<file path="config.mk">
export PLATFORM = sky130hd
export DESIGN_NAME = lsu_mem_master
export DESIGN_NICKNAME = d
export VERILOG_FILES = /design/src/rtl/lsu_pkg.sv /design/src/rtl/lsu_align.sv /design/src/rtl/lsu_mem_master.sv
export SDC_FILE = /design/constraint.sdc
export NUM_CORES = 1
export LEC_CHECK = 0
export CAP_MARGIN = 20
export CORE_MARGIN = 3
export CORE_UTILIZATION = 30
export DETAILED_ROUTE_END_ITERATION = 6
export GPL_TIMING_DRIVEN = 0
export PLACE_DENSITY_LB_ADDON = 0.1
export REMOVE_ABC_BUFFERS = 1
export SLEW_MARGIN = 5
export SYNTH_ARGS = -nofsm -noshare
export SYNTH_HDL_FRONTEND = slang
export SYNTH_SLANG_ARGS = --single-unit
</file>
<file path="constraint.sdc">
create_clock -name clk -period 4.6 [get_ports clk]
set_clock_uncertainty 0.1 [all_clocks]
set_input_delay 0.92 -clock clk [delete_from_list [all_inputs] [get_ports clk]]
set_output_delay 0.92 -clock clk [all_outputs]
set_load 0.01 [all_outputs]
</file>
<file path="src/rtl/lsu_pkg.sv">
// LSU shared types: FSM states, RISC-V funct3 width codes
// and an access-size helper.
package lsu_pkg;

  typedef enum logic [2:0] {
    S_IDLE,
    S_LOAD,
    S_RMW_READ,
    S_WRITE,
    S_RESP
  } state_t;

  localparam logic [2:0] F3_LB  = 3'b000;
  localparam logic [2:0] F3_LH  = 3'b001;
  localparam logic [2:0] F3_LW  = 3'b010;
  localparam logic [2:0] F3_LBU = 3'b100;
  localparam logic [2:0] F3_LHU = 3'b101;

  localparam logic [2:0] F3_SB  = 3'b000;
  localparam logic [2:0] F3_SH  = 3'b001;
  localparam logic [2:0] F3_SW  = 3'b010;

  // Bytes touched by an access, from funct3[1:0].
  function automatic logic [2:0] acc_size(
    input logic [1:0] sz
  );
    logic [2:0] r;
    unique case (sz)
      2'b00:   r = 3'd1;
      2'b01:   r = 3'd2;
      default: r = 3'd4;
    endcase
    return r;
  endfunction

endpackage

</file>
<file path="src/rtl/lsu_align.sv">
// Byte/halfword lane handling: load extract + extend
// and store merge into an existing RAM word.
module lsu_align
  import lsu_pkg::*;
(
  input  logic [2:0]  funct3,
  input  logic [1:0]  byte_off,
  input  logic [31:0] rdata,
  input  logic [31:0] wdata,
  output logic [31:0] load_data,
  output logic [31:0] merged
);

  logic [7:0]  lane_b;
  logic [15:0] lane_h;
  logic [4:0]  bit_off;

  assign bit_off = {byte_off, 3'b000};

  // Pick the addressed byte and halfword lanes.
  always_comb begin
    lane_b = rdata[bit_off +: 8];
    lane_h = byte_off[1] ? rdata[31:16]
                         : rdata[15:0];
  end

  // Sign- or zero-extend the selected lane.
  always_comb begin
    load_data = rdata;
    unique case (1'b1)
      (funct3 == F3_LB):
        load_data = {{24{lane_b[7]}}, lane_b};
      (funct3 == F3_LBU):
        load_data = {24'h0, lane_b};
      (funct3 == F3_LH):
        load_data = {{16{lane_h[15]}}, lane_h};
      (funct3 == F3_LHU):
        load_data = {16'h0, lane_h};
      default:
        load_data = rdata;
    endcase
  end

  // Overlay store lanes; untouched bytes keep RAM value.
  always_comb begin
    merged = rdata;
    unique case (1'b1)
      (funct3 == F3_SB):
        merged[bit_off +: 8] = wdata[7:0];
      (funct3 == F3_SH):
        if (byte_off[1])
          merged[31:16] = wdata[15:0];
        else
          merged[15:0] = wdata[15:0];
      default:
        merged = wdata;
    endcase
  end

endmodule

</file>
<file path="src/rtl/lsu_mem_master.sv">
// Load/store unit master onto a single-port word RAM.
// Sub-word stores are done as read-modify-write.
module lsu_mem_master
  import lsu_pkg::*;
#(
  parameter int unsigned MEM_BYTES = 4096
) (
  input  logic        clk,
  input  logic        rst,
  input  logic        req_valid,
  output logic        req_ready,
  input  logic        req_we,
  input  logic [2:0]  req_funct3,
  input  logic [31:0] req_addr,
  input  logic [31:0] req_wdata,
  output logic        resp_valid,
  output logic [31:0] resp_rdata,
  output logic        resp_err,
  output logic [31:0] mem_addr,
  output logic [31:0] mem_wdata,
  output logic        mem_wr,
  input  logic [31:0] mem_rdata
);

  state_t state_q;
  state_t state_d;

  logic [2:0]  f3_q;
  logic [1:0]  off_q;
  logic [2:0]  acc_sz;
  logic [32:0] end_addr;
  logic        oor;
  logic        mis;
  logic        bad_f3;
  logic        acc_err;
  logic [31:0] load_data;
  logic [31:0] merged;

  // Classify the incoming request as legal or not.
  always_comb begin
    acc_sz   = acc_size(req_funct3[1:0]);
    end_addr = {1'b0, req_addr}
             + {30'h0, acc_sz};
    oor      = end_addr > 33'(MEM_BYTES);
    mis      = ((req_funct3[1:0] == 2'b01)
                && req_addr[0])
            || ((req_funct3[1:0] == 2'b10)
                && (req_addr[1:0] != 2'b00));
    if (req_we)
      bad_f3 = req_funct3 > F3_SW;
    else
      bad_f3 = (req_funct3 == 3'b011)
            || (req_funct3 == 3'b110)
            || (req_funct3 == 3'b111);
    acc_err  = oor || mis || bad_f3;
  end

  lsu_align u_align (
    .funct3    (f3_q),
    .byte_off  (off_q),
    .rdata     (mem_rdata),
    .wdata     (mem_wdata),
    .load_data (load_data),
    .merged    (merged)
  );

  // State register.
  always_ff @(posedge clk or posedge rst) begin
    if (rst)
      state_q <= S_IDLE;
    else
      state_q <= state_d;
  end

  // Next-state decode.
  always_comb begin
    state_d = state_q;
    unique case (state_q)
      S_IDLE:
        if (req_valid) begin
          if (acc_err)
            state_d = S_RESP;
          else if (!req_we)
            state_d = S_LOAD;
          else if (req_funct3 == F3_SW)
            state_d = S_WRITE;
          else
            state_d = S_RMW_READ;
        end
      S_LOAD:     state_d = S_RESP;
      S_RMW_READ: state_d = S_WRITE;
      S_WRITE:    state_d = S_RESP;
      S_RESP:     state_d = S_IDLE;
      default:    state_d = S_IDLE;
    endcase
  end

  // Handshake and write strobe from state.
  always_comb begin
    req_ready  = state_q == S_IDLE;
    resp_valid = state_q == S_RESP;
    mem_wr     = state_q == S_WRITE;
  end

  // Request latch, RAM address/data and response.
  always_ff @(posedge clk or posedge rst) begin
    if (rst) begin
      f3_q       <= '0;
      off_q      <= '0;
      mem_addr   <= '0;
      mem_wdata  <= '0;
      resp_rdata <= '0;
      resp_err   <= 1'b0;
    end else begin
      unique case (state_q)
        S_IDLE:
          if (req_valid) begin
            f3_q     <= req_funct3;
            off_q    <= req_addr[1:0];
            mem_addr <= {req_addr[31:2], 2'b00};
            if (req_we)
              mem_wdata <= req_wdata;
            if (acc_err) begin
              resp_rdata <= '0;
              resp_err   <= 1'b1;
            end
          end
        S_LOAD: begin
          resp_rdata <= load_data;
          resp_err   <= 1'b0;
        end
        S_RMW_READ:
          mem_wdata <= merged;
        S_WRITE: begin
          resp_rdata <= '0;
          resp_err   <= 1'b0;
        end
        default: ;
      endcase
    end
  end

endmodule
</file>
== Word-level counts from Yosys, hierarchy flattened ==
Cells that the tools add are included.

* Add/subtract/negate cells: 2
* $lt $le $gt $ge: 2
* Eq/ne operators: 18
* Shift operators: 3
* Mux-type cells: 22
* Reduce and logical (&&, ||, !) cells: 20

{| class="wikitable"
|+ Operators with widths
! cell !! number
|-
| $mux 32 || 4
|-
| $pmux 32 s2 || 2
|-
| $pmux 32 s4 || 1
|-
| $pmux 32 s3 || 1
|-
| $mux 16 || 3
|-
| $add 32x3->33 || 1
|-
| $gt 33x13->1 const B || 1
|-
| $bwmux 32 || 1
|-
| $shift 8x7->32 const A || 1
|-
| $shiftx 32x6->8 || 1
|-
| $shiftx 8x7->32 || 1
|-
| $eq 3x3->1 const B || 5
|-
| $eq 3x2->1 const B || 4
|-
| $pmux 3 s3 || 1
|-
| $neg 5->7 || 1
|-
| $eq 3x1->1 const B || 2
|-
| $logic_not 3->1 || 2
|-
| $mux 3 || 2
|-
| $pmux 3 s2 || 1
|-
| $reduce_and 3->1 || 2
|-
| $reduce_bool 2->1 || 3
|-
| $logic_or 1x1->1 || 5
|-
| $reduce_and 5->1 || 1
|-
| $mux 1 || 4
|-
| other kinds (15) || 17
|}

* Register bits after elaboration: 103
* Input port bits: 103
* Output and inout bits: 100
* Logic and storage cells: 75

== Longest topological paths before layout ==
* Depth in word-level cells: 9
* Depth in mapped cells: 11
* Mapped depth without buffers: 10

== Hierarchy ==
A second synthesis with hierarchy kept.

* Cell total of the unflattened synthesis: 757
* Area, all modules: 7,079.3 um2

{| class="wikitable"
|+ Modules (own cells, without submodules)
! module !! instances !! cells an instance !! area each (um2) !! seq. area each (um2)
|-
| lsu_mem_master || 1 || 518 || 5,357.6 || 2,577.5
|-
| lsu_align || 1 || 239 || 1,721.7 || 0.0
|}

== Least setup slack after synthesis ==
Ideal clock, no wire load.

* Path kind: input to register
* From: in req_funct3[0]
* To: reg resp_err
* Library setup time: 0.119 ns
* Data arrival time: 3.365 ns
* Required time: 4.381 ns
* Path slack: 1.016 ns
* Stages on the path: 11
* Path buffers: 1
* Cells stage by stage: nor2_1 ha_1 fa_1 a21oi_1 o31ai_1 a2111oi_0 o221ai_2 nor4_4 a41oi_4 buf_6 o21a_1

* Cells in the longest elaborated chain, start to end: 8
* Elaborated cells between the ends (all ways): 20
* Those cells by class: add/sub (1); order compare (2); eq/ne (6); mux (2); reduce/logical (9)

{| class="wikitable"
|+ RTL lines
! element !! RTL line !! text
|-
| from (decl) || lsu_mem_master.sv:13 || <nowiki>input logic [2:0] req_funct3,</nowiki>
|-
| $eq 2x1->1 or $logic_not 2->1 (tied branches) || lsu_pkg.sv:28, lsu_mem_master.sv:45 ||
|-
| $pmux 3 s2 || lsu_pkg.sv:28 || <nowiki>unique case (sz)</nowiki>
|-
| $add 32x3->33 || lsu_mem_master.sv:43 || <nowiki>+ {30'h0, acc_sz};</nowiki>
|-
| $gt 33x13->1 || lsu_mem_master.sv:44 || <nowiki>oor = end_addr > 33'(MEM_BYTES);</nowiki>
|-
| $logic_or 1x1->1 || lsu_mem_master.sv:55 || <nowiki>acc_err = oor || mis || bad_f3;</nowiki>
|-
| $logic_or 1x1->1 * || lsu_mem_master.sv:55 ||
|-
| $ne 2x1->1 (no line) * || -- ||
|-
| $reduce_and 3->1 (no line) * || -- ||
|-
| to (signal assigned) || lsu_mem_master.sv:113 || <nowiki>resp_err <= 1'b0;</nowiki>
|-
| to (signal assigned) || lsu_mem_master.sv:125 || <nowiki>resp_err <= 1'b1;</nowiki>
|-
| to (signal assigned) || lsu_mem_master.sv:130 || <nowiki>resp_err <= 1'b0;</nowiki>
|-
| to (decl) || lsu_mem_master.sv:18 || <nowiki>output logic resp_err,</nowiki>
|}

Mark *: on every way between the ends. The rest lies on a longest branch, timed or not.
A chain may end at the register's enable or synchronous reset.

== Worst setup path in the final report ==
* From: in req_funct3[1]
* To: reg state_q[2]

* Cells in the longest elaborated chain, start to end: 9
* Elaborated cells between the ends (all ways): 21
* Those cells by class: add/sub (1); order compare (2); eq/ne (5); mux (5); reduce/logical (8)

{| class="wikitable"
|+ RTL lines
! element !! RTL line !! text
|-
| $eq 2x1->1 or $logic_not 2->1 (tied branches) || lsu_pkg.sv:28, lsu_mem_master.sv:45 ||
|-
| $pmux 3 s2 || lsu_pkg.sv:28 ||
|-
| $add 32x3->33 || lsu_mem_master.sv:43 ||
|-
| $gt 33x13->1 || lsu_mem_master.sv:44 ||
|-
| $logic_or 1x1->1 || lsu_mem_master.sv:55 ||
|-
| $logic_or 1x1->1 * || lsu_mem_master.sv:55 ||
|-
| $mux 3 * || lsu_mem_master.sv:81 || <nowiki>if (acc_err)</nowiki>
|-
| $mux 3 * || lsu_mem_master.sv:80 || <nowiki>if (req_valid) begin</nowiki>
|-
| $pmux 3 s3 * || lsu_mem_master.sv:78 || <nowiki>unique case (state_q)</nowiki>
|-
| to (signal assigned) || lsu_mem_master.sv:72 || <nowiki>state_q <= state_d;</nowiki>
|-
| to (decl) || lsu_mem_master.sv:25 || <nowiki>state_t state_q;</nowiki>
|}

Mark *: on every way between the ends. The rest lies on a longest branch, timed or not. The select of a mux whose other input is x is not followed.

==> flow_metrics.env <==
export IMPL_status="finished, final reports clean"
export IMPL_netlist_area_mm2=0.00590
export IMPL_drt_pass1_iterations=6
export IMPL_fin_crit_ps=4320
export IMPL_p_per_area_mw_per_mm2=302
export IMPL_fp_row_count=50
export IMPL_gp_congestion=0.864
export IMPL_grt_overflow=0
export IMPL_nets=917
export IMPL_hold_violations=0
export IMPL_synthTopCellsByCount="103 x dfrtp_1, 78 x nand2_1, 70 x o21ai_0"
export IMPL_r2r_start="off_q[1]"
export IMPL_rrSetupSlack_ps=980
export IMPL_grt_max_degree=65
export IMPL_fillers=1872
export IMPL_dieArea_mm2=0.0214
export IMPL_slew_viol_final=0
export IMPL_fmax_ghz=0.232
export IMPL_grt_use_met1_pct=25.4
export IMPL_syn_inst=623
export IMPL_ys_types=64
export IMPL_worstMarginPinSlew_ps=1050
export IMPL_die_h_um=146
export IMPL_synth_most_common_cell="dfrtp_1"
export IMPL_yosysSeqAreaShare_pct=43.7
export IMPL_rsz0062_at_grt="false"
export IMPL_stdcell_count=1070
export IMPL_fin_area_mm2=0.00853
export IMPL_async_flop_share_pct=100
export IMPL_cts_buffers=9
export IMPL_dp_cells=1051
export IMPL_rr_endpoint="resp_rdata[30]"
export IMPL_drtIter0Drc=339
export IMPL_synth_largest_area_cell="dfrtp_1"
export IMPL_min_from="mem_wdata[26]"
export IMPL_cpMaxStageDelayCell="clkdlybuf4s50_1"
export IMPL_cp_required_ps=4730
export IMPL_cts_root_buf="clkbuf_16"
export IMPL_setup_viol_count_final=0
export IMPL_cts_clk_slew_worst_paths_ps=70
export IMPL_holdPathStages=1
export IMPL_synth_avg_cell_area_um2=9.46
export IMPL_min_period_over_period_pct=93.9
export IMPL_htreeDepth=3
export IMPL_yosys_register_bits=103
export IMPL_multi_input_area_mm2=0.00319
export IMPL_worstPathArrival_ps=4450
export IMPL_peakVddDrop_v=0.000173
export IMPL_synth_top_flop_cell="dfrtp_1"
export IMPL_tritoncts="yes"
export IMPL_wl_mm=21.6
export IMPL_holdPathEnd="mem_wdata[26]"
export IMPL_grt_usage_pct=20.1
export IMPL_crit_type="in -> reg"
export IMPL_regArea_mm2=0.00258
export IMPL_grt_pass1_wl_mm=34.0
export IMPL_crit_chain="clkdlybuf4s50_1 -> ha_1 -> a21oi_1 -> a21o_1 -> nor4_1 -> or4_1 -> a211oi_4 -> a41oi_4 -> or2_2"
export IMPL_synth_edf_count=0
export IMPL_slew_headroom_pct=29.7
export IMPL_hold_path_class="reg -> reg"
export IMPL_num_vias=5764
export IMPL_area_growth_pct=44.7
export IMPL_hpwl_mm=16.0
export IMPL_synth_area_top_cells="dfrtp_1 44%, mux2_2 7.8%, o21ai_0 5.9%"
export IMPL_place_area_mm2=0.00816
export IMPL_path_max_fanout=17
export IMPL_cts_sinks=103
export IMPL_yosysWarnings=0
export IMPL_globalRouteMet2Util_pct=33.9
export IMPL_pin_count=203
export IMPL_ant_nets=0
export IMPL_max_cap_violations=0
export IMPL_utilization_pct=44.9
export IMPL_end_kind="flop"
export IMPL_crit_path_start_kind="input port"
export IMPL_dieWidth_um=146
export IMPL_core_area_mm2=0.0190
export IMPL_start_util_pct=31.0
export IMPL_port_buffers=200
export IMPL_gr_usage_met3_pct=5.18
export IMPL_grt_busiest_layer="met2"
export IMPL_yosysTopAreaCellShare_pct=43.7
export IMPL_wl_per_cell_um=20.2
export IMPL_clk_latency_ps=350
export IMPL_diodes=0
export IMPL_clockBufferDepth=2
export IMPL_grt_pass1_vias=5893
export IMPL_slowest_delay_ps=540
export IMPL_antenna_found_initial=0
export IMPL_timing_final_ws_setup_ps=281
export IMPL_p_leak_nw=3.32
export IMPL_drc=0
export IMPL_worstRegToRegCells=8
export IMPL_via_per_inst=5.39
export IMPL_drive_above_1_share_pct=9.88
export IMPL_pre_cts_ws_ps=-494
-- power by group --
group          switching, mW  internal, mW
Clock                  0.367         0.440
Combinational          0.334         0.359
Sequential            0.0799         0.998
Total                  0.781          1.80
-- layout make-up --
cell class | instances | share of cell area, %
timing repair buffer | 207 | 24.8
clock buffer | 12 | 2.89
sequential | 103 | 30.2
multi-input combinational | 478 | 37.3
clock inverter | 4 | 0.630
inverter | 6 | 0.293
tap | 260 | 3.81
-- metal layers --
metal  wire length (um)  share of wire, %
met3               1420               6.6
met5                  0                 0
met4                461               2.1
met2              10500                49
met1               9220                43
-- kinds of logic after synthesis --
logic type | Yosys count | synth area share, %
adder cells (fa/ha/maj) | 9 | 2.04
other | 1 | 0.0636
XOR/XNOR | 12 | 1.78
AO/OA/AOI/OAI | 215 | 24.2
flip-flops | 103 | 43.7
AND/OR/NAND/NOR | 190 | 15.5
buffers and inverters | 44 | 3.33
multiplexers | 49 | 9.40
-- worst max-delay path, delay by kind of cell --
kind	cells	cell delay, ps
AOI/OAI and AO/OA	4	1570
and+or+nand+nor	3	980
buffers and inverters	1	540
adders and majority gates	1	420
-- registers in the layout (all words and copies together), names as in the netlist --
name,count
f3_q,3
mem_addr,30
mem_wdata,32
off_q,2
resp_err,1
resp_rdata,32
state_q,3
-- layout by cell type (no fill, tap or decap), drive strengths merged, types with 4 or more instances in the layout --
| master | count |
|---|---|
| clkdlybuf4s50 | 200 |
| dfrtp | 103 |
| o21ai | 99 |
| nand2 | 78 |
| mux2 | 41 |
| nor2 | 35 |
| a21oi | 28 |
| nand3 | 23 |
| nor3 | 17 |
| a211oi | 17 |
| clkbuf | 12 |
| a21o | 10 |
| a221o | 10 |
| a222oi | 8 |
| a22o | 8 |
| ha | 8 |
| mux2i | 7 |
| o221ai | 7 |
| buf | 7 |
| xor2 | 6 |
| xnor2 | 6 |
| nand4 | 6 |
| inv | 6 |
| and2 | 5 |
| nor4 | 5 |
| a41o | 4 |
| o31a | 4 |
| a31oi | 4 |
-- metrics by stage --
| stage | power (mW) | hold WS [ps] | setup TNS, ps |
|---|---|---|---|
| after floorplan | 1.37 | 416 | -2620 |
| after global placement | 1.76 | 362 | -179520 |
| after detailed placement | 1.78 | 368 | -9620 |
| after CTS | 2.60 | 385 | 0 |
| after global routing | 2.72 | 396 | 0 |
| final | 2.58 | 382 | 0 |
-- worst max path at each step --
stage                              from            to  slack, ps  depth (start not counted)
final                     req_funct3[1]    state_q[2]        280                          9
after floorplan               req_valid  mem_wdata[0]       -330                          6
after global routing      req_funct3[1]    state_q[2]         60                         11
after CTS                 req_funct3[1]    state_q[2]        120                          9
after global placement        req_valid  mem_wdata[2]      -2560                          7
after detailed placement  req_funct3[1]    state_q[2]       -490                         11
-- repair_timing --
item,in CTS,in global routing
buffers inserted,1,0
gates cloned,1,0
hold buffers,0,0
pin swaps,2,0
endpoints found under the setup margin,2,1
gates resized for setup,2,2
Power figures use the tool's default switching activity.
